==> config.mk <==
export PLATFORM = sky130hd
export DESIGN_NAME = mux_n_1_scan
export DESIGN_NICKNAME = d
export VERILOG_FILES = /design/src/rtl/mux_n_1_scan.sv
export SDC_FILE = /design/constraint.sdc
export NUM_CORES = 1
export LEC_CHECK = 0
export ABC_AREA = 1
export CAP_MARGIN = 5
export CORE_ASPECT_RATIO = 1.5
export CORE_MARGIN = 3
export CORE_UTILIZATION = 38
export DETAILED_ROUTE_END_ITERATION = 10
export PLACE_DENSITY = 0.91
export SLEW_MARGIN = 20
export SYNTH_ARGS = -nofsm -noshare
export SYNTH_HDL_FRONTEND = slang
export SYNTH_SLANG_ARGS = --single-unit
==> constraint.sdc <==
create_clock -name Clock_In -period 5.36 [get_ports Clock_In]
set_input_delay 1.072 -clock Clock_In [delete_from_list [all_inputs] [get_ports Clock_In]]
set_output_delay 1.072 -clock Clock_In [all_outputs]
set_load 0.02 [all_outputs]
==> src/rtl/mux_n_1_scan.sv <==
// mux_n_1_scan: N:1 channel multiplexer (manual select or round-robin scan) feeding a one-entry output slot.
// Latency: 1 cycle from Data_In/Select_In to MUX_Data_Out.
// Backpressure: valid/ready; the slot holds while Ready_In=0 and reloads on the same cycle it is accepted.
// Optional feature macro: MUX_CHANNEL_MASK_EN adds Channel_Mask_In (1 = channel enabled).
module mux_n_1_scan #(
  parameter int NUM_CHANNELS = 16,
  parameter int DATA_WIDTH   = 8,
  localparam int SEL_WIDTH   = $clog2(NUM_CHANNELS)
) (
  input  logic                             Clock_In,
  input  logic                             Reset_N_In,
  input  logic                             Enable_In,
  input  logic                             Mode_In,
  input  logic [SEL_WIDTH-1:0]             Select_In,
  input  logic [NUM_CHANNELS*DATA_WIDTH-1:0] Data_In,
  input  logic                             Ready_In,
`ifdef MUX_CHANNEL_MASK_EN
  input  logic [NUM_CHANNELS-1:0]          Channel_Mask_In,
`endif
  output logic [DATA_WIDTH-1:0]            MUX_Data_Out,
  output logic                             MUX_Valid_Out,
  output logic [SEL_WIDTH-1:0]             Channel_Out,
  output logic                             Scan_Wrap_Out,
  output logic                             Sel_Error_Out
);

  typedef enum logic {
    EMPTY = 1'b0,
    FULL  = 1'b1
  } slot_state_t;

  slot_state_t             state_q, state_d;
  logic                    mode_q;
  logic [SEL_WIDTH-1:0]    scan_ptr_q, scan_ptr_d;
  logic [NUM_CHANNELS-1:0] chan_en;

  logic                    mode_rise;
  logic [SEL_WIDTH-1:0]    eff_ptr;
  logic                    sel_legal;
  logic                    scan_found;
  logic                    scan_wrapped;
  logic [SEL_WIDTH-1:0]    scan_idx;
  logic                    pick_ok;
  logic [SEL_WIDTH-1:0]    pick_idx;
  logic [DATA_WIDTH-1:0]   pick_dat;
  logic                    slot_open;
  logic                    load;
  logic                    accept;
  logic                    wrap_d;
  logic                    sel_err_d;

`ifdef MUX_CHANNEL_MASK_EN
  assign chan_en = Channel_Mask_In;
`else
  assign chan_en = '1;
`endif

  // A fresh entry into scan mode restarts the round-robin at channel 0 on that very cycle.
  assign mode_rise = Mode_In && !mode_q;
  assign eff_ptr   = mode_rise ? '0 : scan_ptr_q;

  // Manual select is legal only for an existing, enabled channel.
  always_comb begin
    sel_legal = 1'b0;
    for (int i = 0; i < NUM_CHANNELS; i++) begin
      if (int'(Select_In) == i && chan_en[i]) sel_legal = 1'b1;
    end
  end

  // Scan search: first enabled channel at or after eff_ptr, wrapping past the last channel.
  always_comb begin : scan_search
    int cand;
    cand         = 0;
    scan_found   = 1'b0;
    scan_wrapped = 1'b0;
    scan_idx     = '0;
    for (int i = 0; i < NUM_CHANNELS; i++) begin
      cand = int'(eff_ptr) + i;
      if (cand >= NUM_CHANNELS) cand = cand - NUM_CHANNELS;
      if (!scan_found && chan_en[cand]) begin
        scan_found   = 1'b1;
        scan_idx     = SEL_WIDTH'(cand);
        // Wrap when the search crossed the end, or when the pointer steps off the end after this load.
        scan_wrapped = (cand < int'(eff_ptr)) || (cand == NUM_CHANNELS - 1);
      end
    end
  end

  assign pick_ok  = Mode_In ? scan_found : sel_legal;
  assign pick_idx = Mode_In ? scan_idx   : Select_In;

  // Channel data mux with constant slice bases.
  always_comb begin
    pick_dat = '0;
    for (int k = 0; k < NUM_CHANNELS; k++) begin
      if (int'(pick_idx) == k) pick_dat = Data_In[k*DATA_WIDTH +: DATA_WIDTH];
    end
  end

  assign slot_open = (state_q == EMPTY) || Ready_In;
  assign load      = Enable_In && slot_open && pick_ok;
  assign accept    = (state_q == FULL) && Ready_In;
  assign wrap_d    = load && Mode_In && scan_wrapped;
  assign sel_err_d = Enable_In && slot_open && !Mode_In && !sel_legal;

  // Slot FSM next state and scan pointer update; a load while FULL implies a same-cycle accept.
  always_comb begin
    state_d    = state_q;
    scan_ptr_d = scan_ptr_q;
    unique case (state_q)
      EMPTY: if (load) state_d = FULL;
      FULL:  if (accept && !load) state_d = EMPTY;
      default: state_d = EMPTY;
    endcase
    if (load && Mode_In) begin
      scan_ptr_d = (scan_idx == SEL_WIDTH'(NUM_CHANNELS - 1)) ? '0 : scan_idx + SEL_WIDTH'(1);
    end else if (mode_rise) begin
      scan_ptr_d = '0;
    end
  end

  // State, mode history and scan pointer registers.
  always_ff @(posedge Clock_In or negedge Reset_N_In) begin
    if (!Reset_N_In) begin
      state_q    <= EMPTY;
      mode_q     <= 1'b0;
      scan_ptr_q <= '0;
    end else begin
      state_q    <= state_d;
      mode_q     <= Mode_In;
      scan_ptr_q <= scan_ptr_d;
    end
  end

  // Output slot: data/channel change only on a load, status pulses last one cycle.
  always_ff @(posedge Clock_In or negedge Reset_N_In) begin
    if (!Reset_N_In) begin
      MUX_Data_Out  <= '0;
      Channel_Out   <= '0;
      Scan_Wrap_Out <= 1'b0;
      Sel_Error_Out <= 1'b0;
    end else begin
      if (load) begin
        MUX_Data_Out <= pick_dat;
        Channel_Out  <= pick_idx;
      end
      Scan_Wrap_Out <= wrap_d;
      Sel_Error_Out <= sel_err_d;
    end
  end

  assign MUX_Valid_Out = (state_q == FULL);

endmodule

==> results of run 1 <==
-- stage by stage --
| step | worst slack [ns] | hold WS, ns |
|---|---|---|
| finish | 2.11 | 0.491 |
| global route | 1.85 | 0.521 |
| CTS | 2.11 | 0.492 |
| detailed placement | 1.84 | 0.464 |
| global placement | 1.90 | 0.462 |
| floorplan | 2.89 | 0.563 |
-- worst register-to-register path: cells and delay by family (launching register included) --
| kind | cells | cell delay (ns) |
|---|---|---|
| buf+inv | 1 | 0.07 |
| flops | 1 | 0.46 |
| simple gates | 14 | 1.51 |
-- kinds of logic (layout without fill, tap and decap cells) --
| group | after synthesis | after routing | synth area share, % |
|---|---|---|---|
| AOI/OAI and AO/OA | 23 | 23 | 5.57 |
| xor gates and xnor gates | 3 | 3 | 1.24 |
| adders and majority gates | 1 | 1 | 0.592 |
| buffers and inverters | 43 | 195 | 8.71 |
| DFF | 20 | 20 | 23.7 |
| muxes | 1 | 1 | 0.533 |
| other | 1 | 1 | 0.178 |
| and+or+nand+nor | 259 | 259 | 59.5 |
-- state kept, by name, indices dropped and copies added, names as in the netlist --
name,count
MUX_Data_Out,8
Channel_Out,4
scan_ptr_q,4
MUX_Valid_Out,1
Scan_Wrap_Out,1
Sel_Error_Out,1
mode_q,1
-- cells in the mapped netlist (all sizes together) --
cell / instances
nor3: 1
or2: 8
o21ai: 9
nand2: 136
a21oi: 13
a21boi: 1
ha: 1
inv: 39
conb: 1
nand4: 19
nor2: 64
nor4: 1
buf: 2
dfrtp: 20
xnor2: 1
clkbuf: 2
mux2: 1
nand3: 30
xor2: 2
-- worst max path at each step --
| stage | startpoint | to | slack [ns] | depth (start not counted) |
|---|---|---|---|---|
| 6_report | Mode_In | MUX_Data_Out[1]$_DFFE_PN0P_ | 2.11 | 16 |
| 5_1_grt | Mode_In | MUX_Data_Out[2]$_DFFE_PN0P_ | 1.85 | 17 |
| 4_1_cts | Mode_In | MUX_Data_Out[1]$_DFFE_PN0P_ | 2.11 | 16 |
| 3_5_place_dp | Mode_In | MUX_Data_Out[1]$_DFFE_PN0P_ | 1.84 | 16 |
| 3_3_place_gp | Mode_In | MUX_Data_Out[1]$_DFFE_PN0P_ | 1.90 | 16 |
| 2_1_floorplan | Mode_In | MUX_Data_Out[2]$_DFFE_PN0P_ | 2.89 | 16 |
-- power by group --
group,total [mW],internal [mW],switching [mW],leakage [nW]
clock network,0.151,0.0996,0.0517,0.0357
logic,0.336,0.174,0.161,1.36
registers,0.193,0.176,0.0172,0.255
total,0.681,0.450,0.230,1.65
-- layer usage --
metal / part of all wire [%] / global-route usage (%)
met5: 0 / 0
met4: 3.5 / 10.8
met3: 9.9 / 6.48
met2: 52 / 46.9
met1: 34 / 24.7
-- final cells by class --
class | count | area [um2] | area share, %
clock buffer | 3 | 41.3 | 1.10
clock inverter | 1 | 30.0 | 0.799
inverter | 39 | 154 | 4.10
multi-input combinational | 288 | 1430 | 38.0
sequential | 20 | 500 | 13.3
tap | 68 | 85.1 | 2.26
timing repair buffer | 152 | 1520 | 40.4
==> run_results.csv, run 1 <==
group,metric,value,unit
place,gp_congestion,0.913,
clock_network,clkSinkCount,20,
flow_run,maxCapViolCount,0,
sta,period_needed,3.25,ns
worst_setup_path,worst_path_max_delay_cell,"clkdlybuf4s50_1",
synth,synth_seq_area_share,23.7,%
min_path,hp-start,"MUX_Data_Out[0]$_DFFE_PN0P_",
pwr,totalPowerFinal,681,uW
place,port_buffers,151,
place,placed_area,3690,um2
worst_setup_path,slowest_delay,0.71,ns
grt,grt_pass1_wl,12.6,mm
route,drc_errors,0,
cells_and_area,antenna_cells,0,
clock_network,ctsResizeCount,0,
worst_setup_path,crit_path_start_kind,"primary input",
sta,period_share,60.7,%
cells_and_area,nFillCells,448,
worst_setup_path,critPathArrivalTime,3.41,ns
cells_and_area,instances_no_fill,571,
worst_setup_path,path_cells,"clkdlybuf4s50_1 -> nand3_2 -> nand2_4 -> inv_4 -> nand2_4 -> nor2_1 -> nand2_1 -> nand3_1 -> nor2_1 -> nand4_1 -> nor2_1 -> nand4_1 -> nor2_1 -> nand4_1 -> nand2_1 -> nand2_1",
worst_setup_path,critPathRequiredTime,5.51,ns
route,vias,2809,
worst_setup_path,cp_max_fo,9,
synth,synthCells,351,
pwr,powerDensity,181,nW/um2
clock_network,numCtsBuffers,3,
synth,synth_area,2110,um2
clock_network,hold_buffers,0,
pwr,vdd_drop_max,155,uV
clock_network,clkSlewWorstSetupHoldPaths,0.08,ns
grt,grt_pass1_vias,2732,
floorplanning,die_h,97.3,um
worst_setup_path,worstSetupPathType,"in2reg",
grt,grt_max_degree,24,
place,hpwl,7.11,mm
sta,max_freq,308,MHz
floorplanning,die_area,6510,um2
worst_setup_path,r2r-end,"MUX_Data_Out[1]$_DFFE_PN0P_",
clock_network,cts-htree-levels,1,
sta,clock_skew,0.000839,ns
sta,setup_viol,0,
worst_setup_path,end_kind,"register",
floorplanning,num_rows,32,
route,totalWireLength,8.43,mm
cells_and_area,stdcell_area,3760,um2
synth,synth_area_leaders,"dfrtp_1, nand2_1, nor2_1",
floorplanning,start_util,40.3,%
worst_setup_path,critPathBufInv,2,
floorplanning,pin_count,152,
synth,synth_top_area_cell,"dfrtp_1",
worst_setup_path,reg2reg_depth,15,
cells_and_area,fin_nets,642,
floorplanning,core,5250,um2
synth,syn_nets,489,
synth,yosys.cell_types.count,30,
synth,ys_warn_count,0,
min_path,hold_end,"MUX_Data_Out[0]$_DFFE_PN0P_",
grt,grt_remaining_overflow,0,
cells_and_area,final_common_cell,"clkdlybuf4s50_1",
sta,slew_headroom,39.6,%
worst_setup_path,cpMostUsedCell,"nor2_1",
route,detail_route.wl_per_cell,14.8,um
sta,worst_pin_slew,0.903,ns
sta,drv_slew,0,
clock_network,clock_path_buffers,2,
pwr,leakage,1.65,nW
sta,final-hold-violation-count,0,
clock_network,cts_tree,"yes",
worst_setup_path,regToRegSetupSlack,3.20,ns
cells_and_area,area_growth,77.9,%
grt,globalRouteTotalUtil,25.1,%
place,dp_cells,567,
route,postRouteAntennaNets,0,
cells_and_area,utilization,71.6,%
synth,postSynthAreaPerCell,6.02,um2
clock_network,clock_latency,0.26,ns
synth,synth_top_area_share,23.7,%
clock_network,post-cts-setup-buffers,0,
route,drtIter0Drc,146,
min_path,hold_depth,2,
floorplanning,die_w,66.9,um
synth,ys_seq_elements,20,
cells_and_area,post_route_cells_drive_above_1_share,10.3,%
sta,finalSetupTns,0,ns
sta,rsz0062_at_grt,"no",
worst_setup_path,r2r_start,"mode_q$_DFF_PN0_",
route,routed_via_density,4.92,
grt,antenna_found_initial,0,
route,drt-pass1-iter-count,4,
min_path,hold_path_class,"reg2reg",
outcome,status,"complete, no violations",
cells_and_area,mostFrequentLayoutCells,"clkdlybuf4s50_1, nand2_1, nor2_1, inv_1, nand3_1",
clock_network,cts-root-buf,"clkbuf_8",
worst_setup_path,path_delay_family,"simple AND/OR/NAND/NOR gates",
(Power assumes the default switching activity.)
==> inputs of run 2 (changes only) <==
--- a/config.mk
+++ b/config.mk
@@ -9,9 +9,9 @@
 export CAP_MARGIN = 5
 export CORE_ASPECT_RATIO = 1.5
 export CORE_MARGIN = 3
-export CORE_UTILIZATION = 38
+export CORE_UTILIZATION = 32
 export DETAILED_ROUTE_END_ITERATION = 10
-export PLACE_DENSITY = 0.91
+export PLACE_DENSITY = 0.82
 export SLEW_MARGIN = 20
 export SYNTH_ARGS = -nofsm -noshare
 export SYNTH_HDL_FRONTEND = slang
==> constraint.sdc (replaced) <==
create_clock -name Clock_In -period 2.9 [get_ports Clock_In]
set_input_delay 0.58 -clock Clock_In [delete_from_list [all_inputs] [get_ports Clock_In]]
set_output_delay 0.58 -clock Clock_In [all_outputs]
set_load 0.02 [all_outputs]
==> run_results.csv, run 2 (synthesized netlist as in run 1, its figures left out) <==
group,metric,value,unit
floorplanning,die_w,72.3,um
worst_setup_path,reg2reg_depth,15,
min_path,hold_path_class,"reg2reg",
route,drt-pass1-iter-count,4,
clock_network,clock_path_buffers,2,
sta,final-hold-violation-count,0,
grt,grt_pass1_vias,2862,
sta,period_needed,2.40,ns
sta,max_freq,417,MHz
worst_setup_path,critPathArrivalTime,2.54,ns
cells_and_area,largest_reg_flops,8,
route,postRouteAntennaNets,0,
pwr,powerDensity,329,nW/um2
cells_and_area,seqCellArea,500,um2
floorplanning,num_rows,35,
cells_and_area,post_route_cells_drive_above_1_share,11.6,%
floorplanning,die_area,7630,um2
clock_network,clock_latency,0.25,ns
cells_and_area,top_register,"MUX_Data_Out",
route,totalWireLength,8.57,mm
clock_network,numCtsBuffers,3,
route,drc_errors,0,
worst_setup_path,crit_path_start_kind,"primary input",
sta,drv_slew,0,
flow_run,maxCapViolCount,0,
worst_setup_path,worstSetupPathType,"in2reg",
floorplanning,die_h,106,um
clock_network,hold_buffers,0,
route,routed_via_density,4.83,
cells_and_area,multi_input_area,1430,um2
grt,grt_pass1_wl,13.2,mm
pwr,vdd_drop_max,336,uV
min_path,hold_depth,2,
clock_network,clkSinkCount,20,
grt,globalRouteTotalUtil,21.9,%
route,detail_route.wl_per_cell,14.7,um
pwr,totalPowerFinal,1.26,mW
pwr,leakage,1.69,nW
cells_and_area,reg_top3,"MUX_Data_Out: 8 flops, Channel_Out: 4 flops, scan_ptr_q: 4 flops",
cells_and_area,fin_nets,649,
floorplanning,pin_count,152,
place,gp_congestion,0.959,
sta,clock_skew,0.00312,ns
route,drtIter0Drc,83,
sta,setup_viol,0,
clock_network,clkSlewWorstSetupHoldPaths,0.07,ns
clock_network,cts-htree-levels,1,
grt,grt_max_degree,21,
grt,antenna_found_initial,0,
place,hpwl,7.29,mm
sta,period_share,82.7,%
worst_setup_path,r2r_start,"mode_q$_DFF_PN0_",
sta,worst_pin_slew,0.863,ns
cells_and_area,area_growth,80.9,%
place,dp_cells,580,
sta,slew_headroom,42.3,%
cells_and_area,antenna_cells,0,
outcome,status,"complete, no violations",
worst_setup_path,startpoint,"Select_In[0]",
min_path,hp-start,"MUX_Data_Out[7]$_DFFE_PN0P_",
cells_and_area,instances_no_fill,584,
place,port_buffers,151,
clock_network,cts-root-buf,"clkbuf_8",
route,vias,2818,
worst_setup_path,end_kind,"register",
grt,grt_remaining_overflow,0,
floorplanning,core,6260,um2
floorplanning,start_util,33.7,%
sta,finalSetupTns,0,ns
sta,rsz0062_at_grt,"no",
worst_setup_path,cp_max_fo,6,
cells_and_area,nFillCells,599,
cells_and_area,mostFrequentLayoutCells,"clkdlybuf4s50_1, nand2_1, nor2_1, inv_1, nand3_1",
worst_setup_path,critPathRequiredTime,3.04,ns
cells_and_area,final_common_cell,"clkdlybuf4s50_1",
clock_network,cts_tree,"yes",
[run 2: cell types whose count changed in the layout (fill, tap and decap cells not counted)]
cell             previous run  this run
buf_4                       1         8
clkdlybuf4s50_1           151       150
dlymetal6s2s_1              0         1
[run 2: worst paths after layout]
kind | slack [ns] | to
worst max register to register | 0.79 | MUX_Data_Out[0]$_DFFE_PN0P_
worst max-delay path | 0.50 | MUX_Data_Out[0]$_DFFE_PN0P_
max in group asynchronous | 1.55 | MUX_Data_Out[4]$_DFFE_PN0P_
min in group asynchronous | 0.82 | MUX_Data_Out[7]$_DFFE_PN0P_
worst min register to register | 0.48 | MUX_Data_Out[7]$_DFFE_PN0P_
worst min-delay path | 0.48 | MUX_Data_Out[7]$_DFFE_PN0P_
[run 2: area by class of cell]
| cell class | instances | area share, % |
|---|---|---|
| Clock inverter | 1 | 0.786 |
| Inverter | 39 | 4.03 |
| Tap cell | 74 | 2.42 |
| Clock buffer | 3 | 1.08 |
| Sequential cell | 20 | 13.1 |
| Multi-Input combinational cell | 288 | 37.4 |
| Timing Repair Buffer | 159 | 41.2 |
[run 2: power breakdown]
group          total [mW]  internal, mW  switching (mW)
logic               0.627         0.327           0.300
clock network       0.272         0.184          0.0879
registers           0.359         0.326          0.0327
[run 2: worst max-delay path: stages]
cell and delay, ns:
clkdlybuf4s50_1 0.47, nand2_2 0.08, nand2_4 0.14, inv_4 0.07, nand2_4 0.09, nor2_1 0.10
nand2_1 0.07, nand3_1 0.07, nor2_1 0.13, nand4_1 0.12, nor2_1 0.11, nand4_1 0.09
nor2_1 0.19, nand4_1 0.11, nand2_1 0.07, nand2_1 0.05
[run 2: through the flow]
stage               hold WS [ns]  area [um2]  setup slack, ns  utilization (%)
detailed placement         0.468        3750          -0.0644             59.8
global placement           0.464        3750         -0.00419             59.8
finish                     0.485        3820            0.500             61.0
global route               0.512        3820            0.267             61.0
floorplan                  0.284        2110            0.919                -
CTS                        0.487        3820            0.203             61.0
[run 2: layer usage]
layer	routed length, um	part of all wire [%]	GRT usage (%)
met1	3010	35	23.5
met2	4470	52	40.0
met3	722	8.4	3.91
met4	365	4.3	9.95
met5	0	0	0
[run 2: timing repair]
action	in CTS	in global routing
setup endpoints to repair	0	3
setup buffers	0	0
gates resized for setup	0	1
